## config.mk

```make
export PLATFORM = sky130hd
export DESIGN_NAME = bnn_layer_sequencer
export DESIGN_NICKNAME = d
export VERILOG_FILES = /design/src/rtl/bnn_layer_sequencer.sv
export SDC_FILE = /design/constraint.sdc
export NUM_CORES = 1
export LEC_CHECK = 0
export BUFFER_PORTS_ARGS = -buffer_cell sky130_fd_sc_hd__buf_2
export CORE_AREA = 2 2 110 112
export CTS_CLUSTER_DIAMETER = 50
export DETAILED_ROUTE_END_ITERATION = 8
export DIE_AREA = 0 0 112 114
export MAX_ROUTING_LAYER = met4
export PLACE_DENSITY = 0.71
export SLEW_MARGIN = 20
export SYNTH_ARGS = -nofsm -noshare
export SYNTH_HDL_FRONTEND = slang
export SYNTH_SLANG_ARGS = --single-unit
```

## constraint.sdc

```tcl
create_clock -name clk -period 2.2 [get_ports clk]
set_input_delay 0.33 -clock clk [delete_from_list [all_inputs] [get_ports clk]]
set_output_delay 0.33 -clock clk [all_outputs]
set_load 0.01 [all_outputs]
```

## src/rtl/bnn_layer_sequencer.sv

```systemverilog
// Multi-layer binary-NN inference sequencer: walks each layer's output groups over a
// ping-pong activation buffer, issuing weight/activation/alpha reads and datapath strobes.
module bnn_layer_sequencer #(
    parameter int LANES     = 16,
    parameter int WEIGHT_AW = 9,
    parameter int ACT_AW    = 7,
    parameter int ALPHA_AW  = 8,
    parameter int RD_LAT    = 1,
    parameter int LAYER_W   = 4
) (
    input  logic                     clk,
    input  logic                     rst,
    input  logic                     start,
    input  logic [LAYER_W-1:0]       cfg_layers,
    input  logic                     stall,
    output logic [LAYER_W-1:0]       layer_idx,
    input  logic [ACT_AW-1:0]        cfg_in_words,
    input  logic [ACT_AW-1:0]        cfg_out_groups,
    output logic                     idle,
    output logic                     done,
    output logic                     cfg_err,
    output logic [LANES-1:0]         load,
    output logic [$clog2(LANES)-1:0] sum_shift,
    output logic                     sum_enb,
    output logic                     sum_clr,
    output logic                     beta_enb,
    output logic [WEIGHT_AW-1:0]     weight_addr_rd,
    output logic [ACT_AW-1:0]        activation_addr_rd,
    output logic [ACT_AW-1:0]        activation_addr_wr,
    output logic [LANES-1:0]         activation_enb_wr,
    output logic [ALPHA_AW-1:0]      alpha_addr_rd
);

    localparam int SW = $clog2(LANES);
    localparam int KW = SW + 1;
    localparam int DW = $clog2(RD_LAT + 1);
    localparam logic [ACT_AW-1:0] HALF_A = {1'b1, {(ACT_AW-1){1'b0}}};
    localparam logic [LANES-1:0]  ONE_L  = {{(LANES-1){1'b0}}, 1'b1};

    typedef enum logic [2:0] {
        S_IDLE, S_CFG, S_ACCUM, S_DRAIN_A, S_NORM, S_DRAIN_N, S_WRITE, S_DONE
    } state_t;

    state_t               state_q;
    logic [LAYER_W-1:0]   layers_q, layer_idx_q;
    logic [ACT_AW-1:0]    in_words_q, groups_q, i_q, g_q;
    logic [KW-1:0]        k_q;
    logic [DW-1:0]        dly_q;
    logic                 bank_q;
    logic [WEIGHT_AW-1:0] wcnt_q, weight_addr_q;
    logic [ALPHA_AW-1:0]  acnt_q, alpha_addr_q;
    logic [ACT_AW-1:0]    act_rd_q, act_wr_q;
    logic [LANES-1:0]     enb_wr_q, load_q;
    logic [SW-1:0]        sum_shift_q;
    logic                 idle_q, done_q, err_q, sum_enb_q, sum_clr_q, beta_enb_q;

    // Read-latency delay lines: a token enters at the address edge and leaves RD_LAT edges later.
    logic [RD_LAT-1:0]         acc_vld_p, acc_clr_p, nrm_vld_p;
    logic [RD_LAT-1:0][SW-1:0] nrm_k_p;

    logic [ACT_AW-1:0] rd_base, wr_base;
    logic              dims_ok, last_layer;

    assign rd_base    = bank_q ? HALF_A : '0;
    assign wr_base    = bank_q ? '0 : HALF_A;
    assign dims_ok    = (cfg_in_words != '0) && (cfg_in_words <= HALF_A) &&
                        (cfg_out_groups != '0) && (cfg_out_groups <= HALF_A);
    assign last_layer = (layer_idx_q + 1'b1) == layers_q;

    always_ff @(posedge clk) begin
        if (!rst) begin
            state_q       <= S_IDLE;
            layers_q      <= '0;
            layer_idx_q   <= '0;
            in_words_q    <= '0;
            groups_q      <= '0;
            i_q           <= '0;
            g_q           <= '0;
            k_q           <= '0;
            dly_q         <= '0;
            bank_q        <= 1'b0;
            wcnt_q        <= '0;
            acnt_q        <= '0;
            weight_addr_q <= '0;
            alpha_addr_q  <= '0;
            act_rd_q      <= '0;
            act_wr_q      <= '0;
            enb_wr_q      <= '0;
            load_q        <= '0;
            sum_shift_q   <= '0;
            idle_q        <= 1'b1;
            done_q        <= 1'b0;
            err_q         <= 1'b0;
            sum_enb_q     <= 1'b0;
            sum_clr_q     <= 1'b0;
            beta_enb_q    <= 1'b0;
            acc_vld_p     <= '0;
            acc_clr_p     <= '0;
            nrm_vld_p     <= '0;
            nrm_k_p       <= '0;
        end else if (stall) begin
            // Pending tokens stay in the delay lines and are released once stall drops.
            sum_enb_q  <= 1'b0;
            sum_clr_q  <= 1'b0;
            beta_enb_q <= 1'b0;
            load_q     <= '0;
            enb_wr_q   <= '0;
            done_q     <= 1'b0;
        end else begin
            acc_vld_p[0] <= 1'b0;
            acc_clr_p[0] <= 1'b0;
            nrm_vld_p[0] <= 1'b0;
            nrm_k_p[0]   <= '0;
            for (int j = 1; j < RD_LAT; j++) begin
                acc_vld_p[j] <= acc_vld_p[j-1];
                acc_clr_p[j] <= acc_clr_p[j-1];
                nrm_vld_p[j] <= nrm_vld_p[j-1];
                nrm_k_p[j]   <= nrm_k_p[j-1];
            end
            sum_enb_q  <= acc_vld_p[RD_LAT-1];
            sum_clr_q  <= acc_clr_p[RD_LAT-1];
            beta_enb_q <= nrm_vld_p[RD_LAT-1];
            load_q     <= nrm_vld_p[RD_LAT-1] ? (ONE_L << nrm_k_p[RD_LAT-1]) : '0;
            if (nrm_vld_p[RD_LAT-1])
                sum_shift_q <= nrm_k_p[RD_LAT-1];
            enb_wr_q <= '0;
            done_q   <= 1'b0;
            idle_q   <= 1'b0;

            case (state_q)
                S_IDLE: begin
                    idle_q <= 1'b1;
                    if (start) begin
                        layers_q    <= cfg_layers;
                        err_q       <= 1'b0;
                        wcnt_q      <= '0;
                        acnt_q      <= '0;
                        layer_idx_q <= '0;
                        bank_q      <= 1'b0;
                        idle_q      <= 1'b0;
                        state_q     <= S_CFG;
                    end
                end
                S_CFG: begin
                    if (layers_q == '0) begin
                        done_q  <= 1'b1;
                        state_q <= S_DONE;
                    end else if (!dims_ok) begin
                        err_q <= 1'b1;
                        if (last_layer) begin
                            done_q  <= 1'b1;
                            state_q <= S_DONE;
                        end else begin
                            layer_idx_q <= layer_idx_q + 1'b1;
                        end
                    end else begin
                        in_words_q    <= cfg_in_words;
                        groups_q      <= cfg_out_groups;
                        g_q           <= '0;
                        act_rd_q      <= rd_base;
                        weight_addr_q <= wcnt_q;
                        wcnt_q        <= wcnt_q + 1'b1;
                        acc_vld_p[0]  <= 1'b1;
                        acc_clr_p[0]  <= 1'b1;
                        i_q           <= {{(ACT_AW-1){1'b0}}, 1'b1};
                        state_q       <= S_ACCUM;
                    end
                end
                S_ACCUM: begin
                    if (i_q == in_words_q) begin
                        dly_q   <= DW'(RD_LAT - 1);
                        state_q <= S_DRAIN_A;
                    end else begin
                        act_rd_q      <= rd_base + i_q;
                        weight_addr_q <= wcnt_q;
                        wcnt_q        <= wcnt_q + 1'b1;
                        acc_vld_p[0]  <= 1'b1;
                        i_q           <= i_q + 1'b1;
                    end
                end
                S_DRAIN_A: begin
                    if (dly_q == '0) begin
                        alpha_addr_q <= acnt_q;
                        acnt_q       <= acnt_q + 1'b1;
                        nrm_vld_p[0] <= 1'b1;
                        k_q          <= {{(KW-1){1'b0}}, 1'b1};
                        state_q      <= S_NORM;
                    end else begin
                        dly_q <= dly_q - 1'b1;
                    end
                end
                S_NORM: begin
                    if (k_q == KW'(LANES)) begin
                        dly_q   <= DW'(RD_LAT - 1);
                        state_q <= S_DRAIN_N;
                    end else begin
                        alpha_addr_q <= acnt_q;
                        acnt_q       <= acnt_q + 1'b1;
                        nrm_vld_p[0] <= 1'b1;
                        nrm_k_p[0]   <= k_q[SW-1:0];
                        k_q          <= k_q + 1'b1;
                    end
                end
                S_DRAIN_N: begin
                    if (dly_q == '0) begin
                        act_wr_q <= wr_base + g_q;
                        enb_wr_q <= '1;
                        state_q  <= S_WRITE;
                    end else begin
                        dly_q <= dly_q - 1'b1;
                    end
                end
                S_WRITE: begin
                    if ((g_q + 1'b1) != groups_q) begin
                        g_q           <= g_q + 1'b1;
                        act_rd_q      <= rd_base;
                        weight_addr_q <= wcnt_q;
                        wcnt_q        <= wcnt_q + 1'b1;
                        acc_vld_p[0]  <= 1'b1;
                        acc_clr_p[0]  <= 1'b1;
                        i_q           <= {{(ACT_AW-1){1'b0}}, 1'b1};
                        state_q       <= S_ACCUM;
                    end else begin
                        bank_q <= ~bank_q;
                        if (last_layer) begin
                            done_q  <= 1'b1;
                            state_q <= S_DONE;
                        end else begin
                            layer_idx_q <= layer_idx_q + 1'b1;
                            state_q     <= S_CFG;
                        end
                    end
                end
                S_DONE: begin
                    idle_q  <= 1'b1;
                    state_q <= S_IDLE;
                end
                default: state_q <= S_IDLE;
            endcase
        end
    end

    assign layer_idx          = layer_idx_q;
    assign idle               = idle_q;
    assign done               = done_q;
    assign cfg_err            = err_q;
    assign load               = load_q;
    assign sum_shift          = sum_shift_q;
    assign sum_enb            = sum_enb_q;
    assign sum_clr            = sum_clr_q;
    assign beta_enb           = beta_enb_q;
    assign weight_addr_rd     = weight_addr_q;
    assign activation_addr_rd = act_rd_q;
    assign activation_addr_wr = act_wr_q;
    assign activation_enb_wr  = enb_wr_q;
    assign alpha_addr_rd      = alpha_addr_q;

endmodule

```

# Word-level counts from Yosys, hierarchy flattened
# Cells that the tools add are included.
[word_totals]
register_bits = 143
wordCells = 189
[classes]
n_addsub = 9
magnitude_cmp = 2
n_eq_ne = 24
n_shift = 1
mux = 83
bitwise_logic = 7
n_reduce_logical = 34
[op_table]
columns = ["operator", "n"]
rows = [
  ["$mux W7", 13],
  ["$mux W9", 9],
  ["$pmux W7 S3", 2],
  ["$mux W8", 5],
  ["$pmux W9 S4", 1],
  ["$mux W3", 10],
  ["$mux W4", 7],
  ["$pmux W9 S3", 1],
  ["$ne A2 B2 Y1 const B", 12],
  ["$pmux W3 S8", 1],
  ["$pmux W8 S3", 1],
  ["$mux W1", 18],
  ["$mux W16", 1],
  ["$pmux W8 S2", 1],
  ["$reduce_and A4 Y1", 4],
  ["$shl A1 B4 Y16 const A", 1],
  ["$reduce_and A5 Y1", 3],
  ["$add A7 B1 Y7 const B", 2],
  ["$add A7 B7 Y7", 2],
  ["$le A7 B7 Y1 const B", 2],
  ["$pmux W7 S2", 1],
  ["$reduce_and A7 Y1", 2],
  ["$reduce_bool A7 Y1", 2],
  ["$eq A3 B3 Y1 const B", 4],
  ["29 further kinds", 55],
]

# Longest topological paths before layout
[depth]
word_depth = 7
mapped_depth = 10

# Worst setup path after synthesis
# No wires, ideal clock.
[synth_path]
kind = "input-to-reg"
startpoint = "input port cfg_out_groups[0]"
endpoint = "register g_q[6]"
t_arrival_ns = 2.257
required_ns = 2.080
setup_slack_ns = -0.177
stages = 7
path_cell_list = "or4_4 -> o31ai_4 -> o2111ai_2 -> or3_1 -> buf_2 -> o211a_2 -> a211o_1"
[synth_via]
elab_chain_cells = 5
elab_cells_between_ends = 6
classes_between = "order compare (1); eq/ne (1); reduce/logical (4)"
[synth_lines]
columns = ["element", "line_no", "source"]
rows = [
  ["from (decl)", "18", "input logic [ACT_AW-1:0] cfg_out_groups,"],
  ["parallel branches: the longest is 2 deep, another holds $le A7 B7 Y1", "n/a", ""],
  ["$logic_and A1 B1 Y1 *", "67", "(cfg_out_groups != '0) && (cfg_out_groups <= HALF_A);"],
  ["$ne A2 B2 Y1 (no line) *", "n/a", ""],
  ["$reduce_and A5 Y1 (no line) *", "n/a", ""],
  ["to (signal assigned)", "215", "g_q <= g_q + 1'b1;"],
  ["to (decl)", "46", "logic [ACT_AW-1:0] in_words_q, groups_q, i_q, g_q;"],
]
# Every way passes the cells marked *.
# A chain may end at the register's enable or synchronous reset.

# Worst setup path after layout
[layout_path]
startpoint = "register g_q[0]"
endpoint = "register weight_addr_q[3] (netlist: weight_addr_rd[3])"
[layout_via]
elab_chain_cells = 4
[layout_lines]
columns = ["element", "line_no", "source"]
rows = [
  ["$add A7 B1 Y7", "214", "if ((g_q + 1'b1) != groups_q) begin"],
  ["$ne A7 B7 Y1", "214", ""],
  ["$ne A2 B2 Y1 (no line)", "n/a", ""],
  ["$reduce_and A6 Y1 (no line)", "n/a", ""],
  ["to (signal assigned)", "161", "weight_addr_q <= wcnt_q;"],
  ["to (signal assigned)", "175", "weight_addr_q <= wcnt_q;"],
  ["to (signal assigned)", "217", "weight_addr_q <= wcnt_q;"],
  ["to (decl)", "50", "logic [WEIGHT_AW-1:0] wcnt_q, weight_addr_q;"],
]
# No other way between the ends.

==> impl_metrics.json <==
{
  "maxSlewViolCount": 0,
  "critPathLaunchType": "flop",
  "routed_wl_um": 14700,
  "yosysSeqAreaShare_pct": 44.9,
  "ys_ff_latch": 127,
  "grt_max_degree": 41,
  "place_area_um2": 6510,
  "yosys_warnings": 0,
  "power_frac_seq_pct": 40.7,
  "holdWs_ns": 0.166,
  "hp-class": "primary input to flop",
  "die_height_um": 114,
  "synth_area_leaders": "dfxtp_1 (45%), nand2_1 (5.4%), nor2_1 (5.0%), mux2i_1 (4.8%), a21oi_1 (3.6%)",
  "ys_types": 70,
  "overflow": 0,
  "ys_top_cells_by_count": "dfxtp_1 (127), nand2_1 (81), nor2_1 (76), a21oi_1 (41), o21ai_0 (32)",
  "period_needed_ns": 2.27,
  "slew_headroom_pct": 56.5,
  "crit_end": "weight_addr_rd[3]$_SDFFE_PN0P_",
  "vias": 5190,
  "cp-end-kind": "flop",
  "place_congestion": 0.967,
  "n_fill_cell": 954,
  "clockBufferDepth": 2,
  "drive_gt1_share_pct": 32.5,
  "chipWidth_um": 112,
  "fin_ws_ns": -0.0661,
  "synth.most_common_cell": "dfxtp_1",
  "grt_antenna_before_repair": 0,
  "grt_pass1_wl_um": 22400,
  "routedWlPerCell_um": 15.7,
  "ir_drop_mv": 0.548,
  "p_clk_share_pct": 47.6,
  "cts.sinks": 127,
  "start_util_pct": 48.3,
  "io_pins": 99,
  "power.leakage_nw": 3.19,
  "drc_errors": 0,
  "synth_cells": 650,
  "async_flop_share_pct": 0,
  "worstSkewPairLatency_ns": 0.42,
  "grt_pass1_vias": 4737,
  "critPathKind": "flop to flop",
  "fin_skew_ns": 0.00814,
  "status": "finished, violations left",
  "p_sw_share_pct": 24.3,
  "grt_usage_pct": 22.4,
  "fmax_ghz": 0.441,
  "antenna_cells": 0,
  "required_ns": 2.50,
  "synth_top_area_cell": "dfxtp_1",
  "power_frac_comb_pct": 11.7,
  "num_rows": 40,
  "die-area_um2": 12800,
  "synth_area_um2": 5660,
  "cellPowerDensity_nw_per_um2": 781,
  "synth_nets": 679,
  "yosys_most_used_dff": "dfxtp_1",
  "h-tree-depth": 4,
  "cts_tree": "done",
  "synth_edf_count": 0,
  "p_sw_mw": 1.43,
  "internal_power_mw": 4.44,
  "hold_viol_final": 0,
  "tightest_slew_ns": 0.645,
  "first_pass_iters": 5,
  "cts_root_buffer": "clkbuf_16",
  "syn_avg_cell_area_um2": 8.70,
  "worst-r2r-setup-slack_ns": -0.07,
  "numCtsBuffers": 17,
  "synth_top_area_share_pct": 44.9,
  "reg2reg_from": "g_q[0]$_SDFFE_PN0P_",
  "core-area_um2": 11700,
  "fin_crit_sh_pct": 103,
  "final_area_um2": 7510,
  "rsz0062_at_grt": "true",
  "fin_nets": 808,
  "first_iter_violations": 354,
  "ff2ff_path_depth": 9,
  "cp_max_fo": 5,
  "area_delta_synth_final_pct": 32.8,
  "crit_path_start": "g_q[0]$_SDFFE_PN0P_",
  "failed_checks": "negative setup slack",
  "clk_pin_slew_ns": 0.05,
  "dp_hpwl_um": 9790,
  "antenna_left": 0,
  "portBuffers": 98,
  "viasPerCell": 5.53,
  "finalSetupViolCount": 12,
  "reg2reg_to": "weight_addr_rd[3]$_SDFFE_PN0P_",
  "drv_cap": 0,
  "arrival_ns": 2.57
}
[metrics by stage]
step	setup slack (ns)	setup TNS, ns	power [mW]	std cells	util [%]
4_1_cts	-0.0278	-0.0659	5.75	930	61.2
5_1_grt	-0.150	-2.70	6.05	938	64.1
3_3_place_gp	-0.325	-14.06	2.95	894	55.6
2_1_floorplan	-0.142	-3.67	2.77	650	-
3_5_place_dp	-0.409	-16.22	2.96	894	55.6
6_report	-0.0661	-0.345	5.86	938	64.1
[final cells by class]
cell class              instances  area (um^2)  area share [%]
repair buffers                162         1090            14.6
clock buffers                  20          447            5.95
clock inverters                11          141            1.88
well taps                     147          184            2.45
multi-input cells             460         3060            40.7
flip-flops and latches        127         2550            33.9
inverters                      11         41.3           0.550
[worst max-delay path, stage by stage (launching register included)]
cell and delay [ns]:
dfxtp_2 0.34, nand4_1 0.10, or3_4 0.40, a2111oi_4 0.40, nand4_2 0.19, and4b_4 0.27
buf_12 0.15, clkbuf_16 0.15, nand3_2 0.07, o21ai_1 0.08
[worst min path at each step]
stage | startpoint | to | slack (ns) | cells after the start
detailed placement | activation_addr_rd[1]$_SDFFE_PN0P_ | activation_addr_rd[1]$_SDFFE_PN0P_ | 0.44 | 2
finish | cfg_layers[3] | layers_q[3]$_SDFFE_PN0P_ | 0.17 | 3
global placement | activation_addr_rd[2]$_SDFFE_PN0P_ | activation_addr_rd[2]$_SDFFE_PN0P_ | 0.44 | 2
global route | cfg_layers[3] | layers_q[3]$_SDFFE_PN0P_ | 0.17 | 3
floorplan | acc_vld_p$_SDFFE_PN0N_ | sum_enb$_SDFF_PP0_ | 0.43 | 1
CTS | cfg_layers[2] | layers_q[2]$_SDFFE_PN0P_ | 0.16 | 3
[power groups by stage]
stage	registers (mW)	clock network, mW	logic [mW]
5_1_grt	2.39	2.92	0.735
3_3_place_gp	2.43	0	0.522
4_1_cts	2.38	2.82	0.553
2_1_floorplan	2.42	0	0.354
3_5_place_dp	2.43	0	0.532
6_report	2.39	2.79	0.684
[timing repair]
item                                    CTS  global route
pin swaps                                 4            12
gates cloned                              1             6
hold endpoints to repair                  0             0
endpoints found under the setup margin   39            49
setup buffers                             4             3
resized for setup                         8            51
hold buffers                              0             0
[placed cells by master, fill, tap and decap left out, drive strengths merged, types with 4 or more instances in the layout]
cell type	count
a21o	4
a21oi	42
and3	4
buf	158
clkbuf	24
clkinv	6
dfxtp	127
ha	7
inv	10
mux2i	27
nand2	81
nand2b	7
nand3	25
nand3b	8
nand4	15
nor2	76
nor3	13
nor4	5
o21ai	32
o22ai	6
o31ai	5
or3	13
or4	7
xnor2	16
xor2	16
[state kept, by name, summed over array words and instances, names as in the netlist, 3 cells and up]
register,cells
activation_addr_wr,7
acnt_q,8
state_q,3
load,16
sum_shift,4
layers_q,4
g_q,7
weight_addr_rd,9
alpha_addr_rd,8
activation_addr_rd,7
groups_q,7
k_q,5
i_q,7
layer_idx,4
nrm_k_p,4
wcnt_q,9
in_words_q,7
[cells by family (layout without fill, tap and decap cells)]
kind of cell               Yosys count  after routing  share of synthesized area [%]
and+or+nand+nor                    264            265                           22.7
AOI/OAI and AO/OA                  128            128                           15.1
DFF                                127            127                           44.9
buffers and inverters               64            204                           5.84
xor gates and xnor gates            32             32                           4.95
muxes                               28             28                           4.98
adders and majority gates            7              7                           1.55
[metal layers]
layer | vias up | GRT usage [%] | routed length (um)
met3 | 31 | 5.42 | 766
met1 | 2463 | 27.1 | 6460
met5 | - | - | 0
met4 | 0 | 9.27 | 335
met2 | 167 | 36.3 | 7180
li1 | 2529 | - | -
Note: power is estimated with default switching activity, not from simulation.
